==> src/rtl/game_pkg.sv <==
// Shared definitions for the game_score consumer block: state encodings,
// BCD digit limit and the default post-game start lockout length.
package game_pkg;

    typedef enum logic [1:0] {
        ST_IDLE = 2'd0,
        ST_RUN  = 2'd1,
        ST_OVER = 2'd2
    } game_state_e;

    localparam logic [3:0]  BCD_MAX_DIGIT       = 4'd9;
    localparam int unsigned LOCK_CYCLES_DEFAULT = 50_000_000;

endpackage : game_pkg

==> src/rtl/bcd_digit_inc.sv <==
// Single BCD digit incrementer; chained through carry to build a
// multi-digit +1 on the score.
module bcd_digit_inc
    import game_pkg::*;
(
    input  logic [3:0] digit_in,
    input  logic       carry_in,
    output logic [3:0] digit_out,
    output logic       carry_out
);

    // Add carry_in to the digit, rolling 9 -> 0 and raising carry_out.
    always_comb begin
        digit_out = digit_in;
        carry_out = 1'b0;
        if (carry_in) begin
            if (digit_in >= BCD_MAX_DIGIT) begin
                digit_out = '0;
                carry_out = 1'b1;
            end else begin
                digit_out = digit_in + 4'd1;
            end
        end
    end

endmodule : bcd_digit_inc

==> src/rtl/game_score.sv <==
// Game score / state consumer of the speed generator.
// Turns game_clk rising edges into one-cycle game_tick pulses while running,
// accumulates score_up pulses into a saturating BCD score, sequences
// IDLE/RUN/OVER with a start lockout after each game, and optionally keeps a
// high score with a new-record flag (enabled by defining GAME_SCORE_HIGH_EN;
// otherwise high_bcd and new_record are tied to 0).
// All outputs come straight from flops.
module game_score
    import game_pkg::*;
#(
    parameter int unsigned DIGITS      = 4,
    parameter int unsigned LOCK_CYCLES = LOCK_CYCLES_DEFAULT
) (
    input  logic                  clk,
    input  logic                  rst,
    input  logic                  game_clk,
    input  logic                  score_up,
    input  logic                  start,
    input  logic                  collision,
    output logic                  game_tick,
    output logic [4*DIGITS-1:0]   score_bcd,
    output logic [4*DIGITS-1:0]   high_bcd,
    output logic [1:0]            state,
    output logic                  new_record
);

    localparam int unsigned SW = 4 * DIGITS;
    localparam int unsigned LW = (LOCK_CYCLES > 1) ? $clog2(LOCK_CYCLES) : 1;
    localparam logic [LW-1:0] LOCK_LOAD = LW'(LOCK_CYCLES - 1);

    game_state_e   state_q, state_d;
    logic [SW-1:0] score_q, score_d;
    logic [LW-1:0] lock_q, lock_d;
    logic          gclk_prev_q, gclk_prev_d;
    logic          tick_q, tick_d;

    logic [SW-1:0] score_inc;
    logic [DIGITS:0] carry;
    logic          score_sat;

    // BCD +1 chain; carry out of the top digit means the score is all 9s.
    assign carry[0] = 1'b1;

    for (genvar g = 0; g < DIGITS; g++) begin : g_digit
        bcd_digit_inc u_digit (
            .digit_in  (score_q[4*g +: 4]),
            .carry_in  (carry[g]),
            .digit_out (score_inc[4*g +: 4]),
            .carry_out (carry[g+1])
        );
    end

    assign score_sat = carry[DIGITS];

    // Rising-edge detect of game_clk, only forwarded while a game is running.
    always_comb begin
        gclk_prev_d = game_clk;
        tick_d      = game_clk & ~gclk_prev_q & (state_q == ST_RUN);
    end

    // Game FSM next-state, score accumulation and post-game lockout counter.
    always_comb begin
        state_d = state_q;
        score_d = score_q;
        lock_d  = lock_q;
        case (state_q)
            ST_IDLE: begin
                score_d = '0;
                if (start) begin
                    state_d = ST_RUN;
                end
            end
            ST_RUN: begin
                // Collision has priority: a coincident score_up is dropped.
                if (collision) begin
                    state_d = ST_OVER;
                    lock_d  = LOCK_LOAD;
                end else if (score_up && !score_sat) begin
                    score_d = score_inc;
                end
            end
            ST_OVER: begin
                if (lock_q != '0) begin
                    lock_d = lock_q - LW'(1);
                end else if (start) begin
                    state_d = ST_RUN;
                    score_d = '0;
                end
            end
            default: begin
                state_d = ST_IDLE;
                score_d = '0;
                lock_d  = '0;
            end
        endcase
    end

    // State, score, lockout and edge-detect registers.
    always_ff @(posedge clk or negedge rst) begin
        if (!rst) begin
            state_q     <= ST_IDLE;
            score_q     <= '0;
            lock_q      <= '0;
            gclk_prev_q <= 1'b0;
            tick_q      <= 1'b0;
        end else begin
            state_q     <= state_d;
            score_q     <= score_d;
            lock_q      <= lock_d;
            gclk_prev_q <= gclk_prev_d;
            tick_q      <= tick_d;
        end
    end

    assign game_tick = tick_q;
    assign score_bcd = score_q;
    assign state     = state_q;

`ifdef GAME_SCORE_HIGH_EN
    logic [SW-1:0] high_q, high_d;
    logic          rec_q, rec_d;
    logic          entering_over;
    logic          restarting;

    // Same transition conditions as the FSM, decoded locally so the default
    // build carries no trace of the high-score path.
    assign entering_over = (state_q == ST_RUN) && collision;
    assign restarting    = (state_q == ST_OVER) && start && (lock_q == '0);

    // High-score capture at game end; valid BCD orders like binary, MSD first.
    always_comb begin
        high_d = high_q;
        rec_d  = rec_q;
        if (entering_over) begin
            if (score_q > high_q) begin
                high_d = score_q;
                rec_d  = 1'b1;
            end else begin
                rec_d  = 1'b0;
            end
        end else if (restarting) begin
            rec_d = 1'b0;
        end
    end

    // High score and new-record flag registers.
    always_ff @(posedge clk or negedge rst) begin
        if (!rst) begin
            high_q <= '0;
            rec_q  <= 1'b0;
        end else begin
            high_q <= high_d;
            rec_q  <= rec_d;
        end
    end

    assign high_bcd   = high_q;
    assign new_record = rec_q;
`else
    assign high_bcd   = '0;
    assign new_record = 1'b0;
`endif

endmodule : game_score

==> config.mk <==
export PLATFORM = sky130hd
export DESIGN_NAME = game_score
export DESIGN_NICKNAME = d
export VERILOG_FILES = /design/src/rtl/game_pkg.sv /design/src/rtl/bcd_digit_inc.sv /design/src/rtl/game_score.sv
export SDC_FILE = /design/constraint.sdc
export NUM_CORES = 1
export LEC_CHECK = 0
export CAP_MARGIN = 15
export CELL_PAD_IN_SITES_DETAIL_PLACEMENT = 1
export CELL_PAD_IN_SITES_GLOBAL_PLACEMENT = 1
export CORE_ASPECT_RATIO = 0.9
export CORE_UTILIZATION = 43
export CTS_BUF_LIST = sky130_fd_sc_hd__clkbuf_8
export DETAILED_ROUTE_END_ITERATION = 6
export PLACE_DENSITY_LB_ADDON = 0.1
export SETUP_SLACK_MARGIN = 0.5
export SYNTH_ARGS = -nofsm -noshare
export SYNTH_HDL_FRONTEND = slang
export SYNTH_SLANG_ARGS = --single-unit
==> constraint.sdc <==
create_clock -name clk -period 3.1 [get_ports clk]
set_input_delay 0.31 -clock clk [delete_from_list [all_inputs] [get_ports clk]]
set_output_delay 0.31 -clock clk [all_outputs]
set_load 0.005 [all_outputs]
==> results of run 1 <==
==> path summary, 6_finish.rpt <==
path | endpoint | slack (ns)
setup / recovery | score_bcd[12] | 0.67
max in group asynchronous | score_bcd[3] | 2.21
hold reg to reg | lock_q[16] | 0.50
min in group clk | gclk_prev_q | 0.48
hold / removal | score_bcd[13] | 0.39
setup reg to reg | score_bcd[12] | 0.67
==> state kept, by name, summed over array words and instances, names as in the netlist <==
name / cells
score_bcd: 16
game_tick: 1
gclk_prev_q: 1
lock_q: 26
state: 2
==> placed cells by master, fill, tap and decap left out, types with 6 or more instances in the layout <==
cell             synthesis  routed
nand4_1                  6       6
inv_1                   19      20
dfrtp_1                 46      46
a31oi_1                  7       7
nor2_1                  19      19
nand3_1                 14      14
clkdlybuf4s50_1          0      23
nand2_1                 31      31
nor4_1                   7       7
buf_4                   17      15
nor3_1                   8       7
ha_1                    17      17
o21ai_0                 41      41
a21oi_1                 16      16
conb_1                   1      17
==> cell type report <==
cell class	instances	area share, %
clock inverter	3	1.22
clock buffer	5	2.04
timing repair buffer	41	11.2
tap	87	3.22
sequential	46	34.0
multi-input combinational	246	46.2
inverter	19	2.11
==> cells by family after synthesis <==
kind of cell / Yosys count / synth area share [%]
and+or+nand+nor: 107 / 19.8
buffers and inverters: 47 / 8.68
AOI/OAI and AO/OA: 100 / 22.1
DFF: 46 / 39.9
muxes: 5 / 1.95
other: 1 / 0.130
adders and majority gates: 17 / 7.38
==> layer usage <==
layer | wire length, um | vias up | GRT usage [%]
met1 | 3800 | 1302 | 31.5
met4 | 97 | 0 | 6.45
li1 | - | 1211 | -
met2 | 3860 | 47 | 39.6
met5 | 0 | - | 0
met3 | 208 | 8 | 3.10
==> worst register-to-register path: stages, from the launching register on <==
cell      delay [ns]
dfrtp_1         0.46
nor4_1          0.40
nand4_1         0.14
buf_4           0.19
o31a_1          0.35
a211oi_4        0.35
nand2_2         0.14
mux2_4          0.31
==> metrics by stage <==
step                area (um2)  hold slack [ns]  utilization (%)
detailed placement        3180            0.495             50.6
finish                    3380            0.395             53.8
CTS                       3320            0.223             52.9
floorplan                 2940           0.0144                -
global placement          3180            0.472             50.6
global route              3380            0.423             53.8
==> power breakdown <==
group	internal (mW)	total [mW]	leakage, nW	switching [mW]
Sequential	0.752	0.950	0.621	0.198
Combinational	0.737	1.91	0.831	1.17
Clock	0.238	0.465	0.0556	0.227
==> what timing repair did <==
action,in CTS,in global routing
hold endpoints to repair,0,9
buffers inserted,4,1
pin swaps,1,1
hold buffers,0,1
setup endpoints to repair,2,23
gates resized for setup,0,3
gates cloned,0,0
==> reports/qor.yml, run 1 <==
arrival_ns: 2.64
power_mw: 3.32
slew_violations: 0
timing_hold_violations_final: 0
period_needed_ns: 2.43
pin_count: 42
dp_hpwl_um: 5320
grt-ovfl-total: 0
rr_worst_depth: 7
ff_latch_area_um2: 1150
avgViaCountPerCell: 5.74
drc: 0
synth_flop_cell: "dfrtp_1"
yosys-top-cells-area: "dfrtp_1 40%, ha_1 7.4%, o21ai_0 7.1%, buf_4 4.4%, nand2_1 4.0%"
slew_headroom_pct: 62.7
cts_buffers: 5
yosysWarnings: 0
maxCapViolations: 0
crit_fanout: 7
rows: 27
yosys.cell_count.top_type: "dfrtp_1"
worstSetupStartpoint: "lock_q[20]"
htreeDepth: 2
grt_pass1_wl_um: 12700
ctsLongestPathBuffers: 2
start_kind: "flop"
cpMaxStageDelayCell: "dfrtp_1"
drt_pre_antenna_iters: 4
synth_edf_count: 0
grt_pass1_vias: 2535
synth_area_per_cell_um2: 8.92
die_y_um: 79.7
peakVddDrop_uv: 443
area_growth_pct: 17.3
yosys.area.top_type: "dfrtp_1"
via_count: 2568
yosysTopAreaCellShare_pct: 39.9
ys_ff_latch: 46
yosys-top-cells-count: "46 x dfrtp_1, 41 x o21ai_0, 31 x nand2_1, 19 x inv_1, 19 x nor2_1"
drive_gt1_share_pct: 10.6
timing.critical_path.buf_inv: 1
routed_wirelength_um: 7970
fin_nets: 382
initial_core_util_pct: 45.9
seq_area_frac_synth_pct: 39.9
wl_per_cell_um: 17.8
final.setup.worst_slack_ns: 0.667
tightest_slew_ns: 0.560
num_antenna_cells: 0
hold_class: "primary input to async pin"
synthCells: 323
finalSetupTns_ns: 0
antenna_found_initial: 0
synthDistinctLibCells: 53
track_usage_pct: 23.5
grt_setup_unrepaired: "false"
critPathRequiredTime_ns: 3.30
nFillCells: 749
critical_path_class: "flop to flop"
dieArea_um2: 7030
critPathTopFamily: "compound AO/OA/AOI/OAI gates"
syn_area_um2: 2880
status: "finished, final reports clean"
synth-async-reset-ratio_pct: 100
powerDensity_nw_per_um2: 983
fmax_ghz: 0.411
clk_latency_ns: 0.31
multi_input_area_um2: 1560
io_buffers: 24
die_x_um: 88.3
root_buffer: "clkbuf_8"
cp-end-kind: "flop"
drt_iter0_markers: 79
crit_chain: "nor4_1 > nand4_1 > buf_4 > o31a_1 > a211oi_4 > nand2_2 > mux2_4"
cts_tree: "built"
path_clk_slew_ns: 0.09
cpPeakStageDelay_ns: 0.46
place.gp.congestion: 0.779
setup_viol: 0
core_um2: 6280
fin_cells: 447
fin_crit_sh_pct: 78.5
skew_ns: 0.00779
worst-path-stages: 7
grt_max_degree: 47
timing.rr.start: "lock_q[20]"
dp_slack_ns: 0.481
cts.sinks: 46
postRouteAntennaNets: 0
leakage_nw: 1.51
dp_cells: 432
Power figures use the tool's default switching activity.
==> inputs of run 2 (changes only) <==
==> constraint.sdc (replaced) <==
create_clock -name clk -period 2.35 [get_ports clk]
set_input_delay 0.235 -clock clk [delete_from_list [all_inputs] [get_ports clk]]
set_output_delay 0.235 -clock clk [all_outputs]
set_load 0.005 [all_outputs]
==> reports/qor.yml, run 2 (synthesis gave the netlist of run 1 again) <==
grt_pass1_vias: 3130
cpPeakStageDelay_ns: 0.41
setup_viol: 0
timing_hold_violations_final: 0
ctsLongestPathBuffers: 2
status: "finished, final reports clean"
crit_chain: "inv_1 > ha_2 > nor2b_4 > nand4_4 > o31a_1 > a211oi_4 > buf_6 > o21ai_0 > o2bb2ai_1"
cts_tree: "built"
peakVddDrop_uv: 695
globalRouteMet1Util_pct: 38.2
area_growth_pct: 47.2
busiest_layer: "met2"
rows: 27
largest_reg_flops: 26
drt_iter0_markers: 113
drt_pre_antenna_iters: 4
pin_count: 42
place.gp.congestion: 0.794
skew_ns: 0.0124
hold_class: "primary input to flop"
path_clk_slew_ns: 0.09
max_flop_register: "lock_q"
slew_headroom_pct: 58.8
grt_setup_unrepaired: "true"
critical_path_class: "flop to flop"
crit_fanout: 7
worstHoldStart: "game_clk"
critPathRequiredTime_ns: 2.54
num_antenna_cells: 0
fin_crit_sh_pct: 99.3
fin_util_pct: 67.5
final_common_cell: "buf_4"
fin_cells: 501
track_usage_pct: 30.7
grt_max_degree: 26
mostFrequentLayoutCells: "52 x buf_4, 38 x dfrtp_1, 29 x nand2_1"
htreeDepth: 2
powerDensity_nw_per_um2: 1450
dp_hpwl_um: 5680
cp-end-kind: "flop"
period_needed_ns: 2.33
met3_usage_pct: 5.89
io_buffers: 24
cpMaxStageDelayCell: "dfrtp_1"
antenna_found_initial: 0
maxCapViolations: 0
critPathTopFamily: "compound AO/OA/AOI/OAI gates"
postRouteAntennaNets: 0
grt-ovfl-total: 0
clk_latency_ns: 0.30
fin_nets: 437
drive_gt1_share_pct: 38.2
nFillCells: 709
timing.critical_path.buf_inv: 2
timing.rr.start: "lock_q[0]"
leakage_nw: 1.84
avgViaCountPerCell: 6.08
root_buffer: "clkbuf_8"
routed_wirelength_um: 11500
dieArea_um2: 7030
tightest_slew_ns: 0.618
initial_core_util_pct: 45.9
die_x_um: 88.3
grt_pass1_wl_um: 16300
drc: 0
globalRouteMet2Util_pct: 52.6
core_um2: 6280
worstSetupStartpoint: "lock_q[0]"
cts.sinks: 46
wl_per_cell_um: 23.0
arrival_ns: 2.52
dp_cells: 450
start_kind: "flop"
slew_violations: 0
fmax_ghz: 0.429
cts_buffers: 5
die_y_um: 79.7
via_count: 3045
==> run 2: report_power, final <==
group / total [mW] / switching, mW / internal, mW
clock network: 0.460 / 0.263 / 0.197
logic: 4.43 / 2.49 / 1.95
registers: 1.28 / 0.275 / 1.00
total: 6.17 / 3.02 / 3.14
==> run 2: cell type report <==
type                    instances  area, um2  share of cell area, %
flip-flops and latches         46       1160                   27.4
repair buffers                 95        856                   20.2
well taps                      87        109                   2.57
inverters                      19       71.3                   1.68
multi-input cells             247       1970                   46.4
clock buffers                   5       68.8                   1.62
clock inverters                 2       7.51                  0.177
==> run 2: worst paths after layout <==
path                                      end  slack, ns  depth (start not counted)
worst max-delay path            score_bcd[10]       0.02                          9
worst min-delay path              gclk_prev_q       0.40                          1
worst max register to register  score_bcd[10]       0.02                          9
worst min register to register      game_tick       0.53                          1
max in group asynchronous          lock_q[13]       1.29                          3
min in group asynchronous       score_bcd[14]       0.48                          2
==> run 2: worst reg2reg max path, stage by stage (launching register included) <==
cell and delay, ns:
dfrtp_1 0.41, inv_1 0.10, ha_2 0.19, nor2b_4 0.19, nand4_4 0.14, o31a_1 0.39, a211oi_4 0.33, buf_6 0.20
o21ai_0 0.12, o2bb2ai_1 0.16
==> run 2: per-stage QoR <==
stage          setup TNS, ns  hold WS (ns)  total power [mW]  setup slack [ns]  cell area, um2
2_1_floorplan              0       -0.0606              2.89             0.216            3000
3_3_place_gp               0         0.252              3.78            0.0498            3390
5_1_grt               -0.116         0.396              6.47           -0.0612            4240
3_5_place_dp          -0.316         0.259              3.88           -0.0792            3390
4_1_cts                    0         0.395              5.36             0.159            3980
6_report                   0         0.398              6.17            0.0171            4240
==> run 2: what timing repair did <==
item / 4_1_cts / 5_1_grt
buffers inserted: 23 / 19
hold buffers: 1 / 0
endpoints found under the setup margin: 44 / 44
gates resized for setup: 91 / 39
endpoints found under the hold margin: 21 / 0
gates cloned: 1 / 0
pin swaps: 27 / 23
==> run 2: per-layer routing <==
layer | vias up | part of all wire [%]
li1 | 1332 | -
met1 | 1540 | 39
met2 | 134 | 52
met3 | 39 | 5.7
met4 | 0 | 3.1
met5 | - | 0
==> inputs of run 3 (changes only) <==
--- a/config.mk
+++ b/config.mk
@@ -9,7 +9,7 @@
 export CELL_PAD_IN_SITES_DETAIL_PLACEMENT = 1
 export CELL_PAD_IN_SITES_GLOBAL_PLACEMENT = 1
 export CORE_ASPECT_RATIO = 0.9
-export CORE_UTILIZATION = 43
+export CORE_UTILIZATION = 39
 export CTS_BUF_LIST = sky130_fd_sc_hd__clkbuf_8
 export DETAILED_ROUTE_END_ITERATION = 6
 export PLACE_DENSITY_LB_ADDON = 0.1
==> constraint.sdc (replaced) <==
create_clock -name clk -period 2 [get_ports clk]
set_input_delay 0.2 -clock clk [delete_from_list [all_inputs] [get_ports clk]]
set_output_delay 0.2 -clock clk [all_outputs]
set_load 0.005 [all_outputs]
==> reports/qor.yml, run 3 (synthesis gave the netlist of run 1 again) <==
r2r_slack_ns: -0.44
rr_worst_depth: 8
routed_wirelength_um: 14900
dp_cells: 509
fin_cells: 562
maxCapViolations: 0
hold_class: "primary input to async pin"
r2r-end: "score_bcd[14]"
die_x_um: 92.6
wl_per_cell_um: 26.4
via_count: 3467
die_y_um: 83.5
fin_nets: 491
path_clk_slew_ns: 0.10
grt-ovfl-total: 0
cts_tree: "built"
nFillCells: 743
rows: 29
drt_pre_antenna_iters: 5
initial_core_util_pct: 40.5
slew_headroom_pct: 63.2
violations: "negative setup slack"
period_needed_ns: 2.44
area_growth_pct: 75.3
leakage_nw: 2.36
critPathRequiredTime_ns: 2.21
cts_buffers: 5
slew_violations: 0
cp-end-kind: "flop"
tightest_slew_ns: 0.547
grt_max_degree: 25
pin_count: 42
crit_fanout: 5
arrival_ns: 2.65
setup_viol: 44
multi_input_area_um2: 2190
final_common_cell: "buf_4"
peakVddDrop_uv: 875
start_kind: "flop"
htreeDepth: 2
dp_hpwl_um: 6320
dieArea_um2: 7740
drc: 0
mostFrequentLayoutCells: "84 x buf_4, 40 x dfrtp_1, 31 x buf_6"
antenna_found_initial: 0
ctsLongestPathBuffers: 2
core_um2: 7110
grt_pass1_vias: 3493
ff_latch_area_um2: 1160
track_usage_pct: 32.9
critical_path_class: "flop to flop"
root_buffer: "clkbuf_8"
dp_slack_ns: -0.186
grt_pass1_wl_um: 19300
grt_setup_unrepaired: "true"
drt_iter0_markers: 186
skew_ns: 0.0122
max_flop_register: "lock_q"
postRouteAntennaNets: 0
cts.sinks: 46
timing_hold_violations_final: 0
clk_latency_ns: 0.31
fin_util_pct: 71.0
num_antenna_cells: 0
place.gp.congestion: 0.796
timing.rr.start: "lock_q[9]"
drive_gt1_share_pct: 51.2
whs_ns: 0.396
powerDensity_nw_per_um2: 1800
largest_reg_flops: 26
fmax_ghz: 0.409
avgViaCountPerCell: 6.17
status: "complete, but fails checks"
final.setup.worst_slack_ns: -0.443
fin_crit_sh_pct: 122
io_buffers: 24
[run 3: cell types whose count changed in the layout (fill, tap and decap cells not counted), sizes merged]
cell,delta
inv,-1
clkbuf,+1
clkdlybuf4s50,-11
dlymetal6s2s,+6
dlygate4sd2,+5
clkinv,+1
buf,+54
[run 3: repair_timing]
| action | CTS | global route |
|---|---|---|
| setup buffers | 24 | 16 |
| endpoints found under the setup margin | 49 | 55 |
| hold endpoints to repair | 15 | 0 |
| pin swaps | 32 | 44 |
| gates resized for setup | 91 | 96 |
| hold buffers | 1 | 0 |
| gates cloned | 4 | 0 |
[run 3: final cells by class]
cell class / instances / share of cell area, %
Clock inverter: 2 / 0.173
Sequential cell: 46 / 22.9
Clock buffer: 6 / 1.63
Tap cell: 93 / 2.30
Inverter: 19 / 1.41
Timing Repair Buffer: 149 / 28.2
Multi-Input combinational cell: 247 / 43.3
[run 3: routing by layer]
layer  GRT usage, %  up-vias  share of wire, %
met3           5.56       53               6.3
met1           41.8     1787                41
met4           15.6        0               4.1
li1               -     1438                 -
met2           54.1      189                48
met5              0        -                 0
[run 3: power breakdown]
part           internal (mW)  switching, mW
combinational           3.24           3.84
clock                  0.275          0.349
sequential              1.17          0.245
[run 3: how the worst max path moves through the flow]
stage	start	end	slack [ns]	cells past startpoint
after global routing	lock_q[0]	score_bcd[14]	-0.47	10
final	lock_q[9]	score_bcd[14]	-0.44	8
after global placement	score_bcd[0]	score_bcd[15]	-0.12	8
after floorplan	lock_q[5]	score_bcd[12]	-0.13	6
after CTS	lock_q[25]	score_bcd[12]	-0.19	7
after detailed placement	lock_q[1]	score_bcd[12]	-0.19	9
[run 3: critical path, stage by stage (launching register included)]
cell	delay, ns
dfrtp_1	0.48
nor3_1	0.31
buf_4	0.21
nand4_4	0.11
o31a_1	0.36
a211oi_4	0.31
buf_4	0.20
nand4_1	0.13
o2bb2ai_1	0.24
[run 3: through the flow]
step	setup TNS, ns	area (um2)	power [mW]
after floorplan	-0.676	3040	3.50
after global placement	-1.15	3820	5.16
after detailed placement	-2.36	3820	5.31
after CTS	-3.24	4510	7.32
after global routing	-12.09	5050	9.43
final	-8.96	5050	9.12
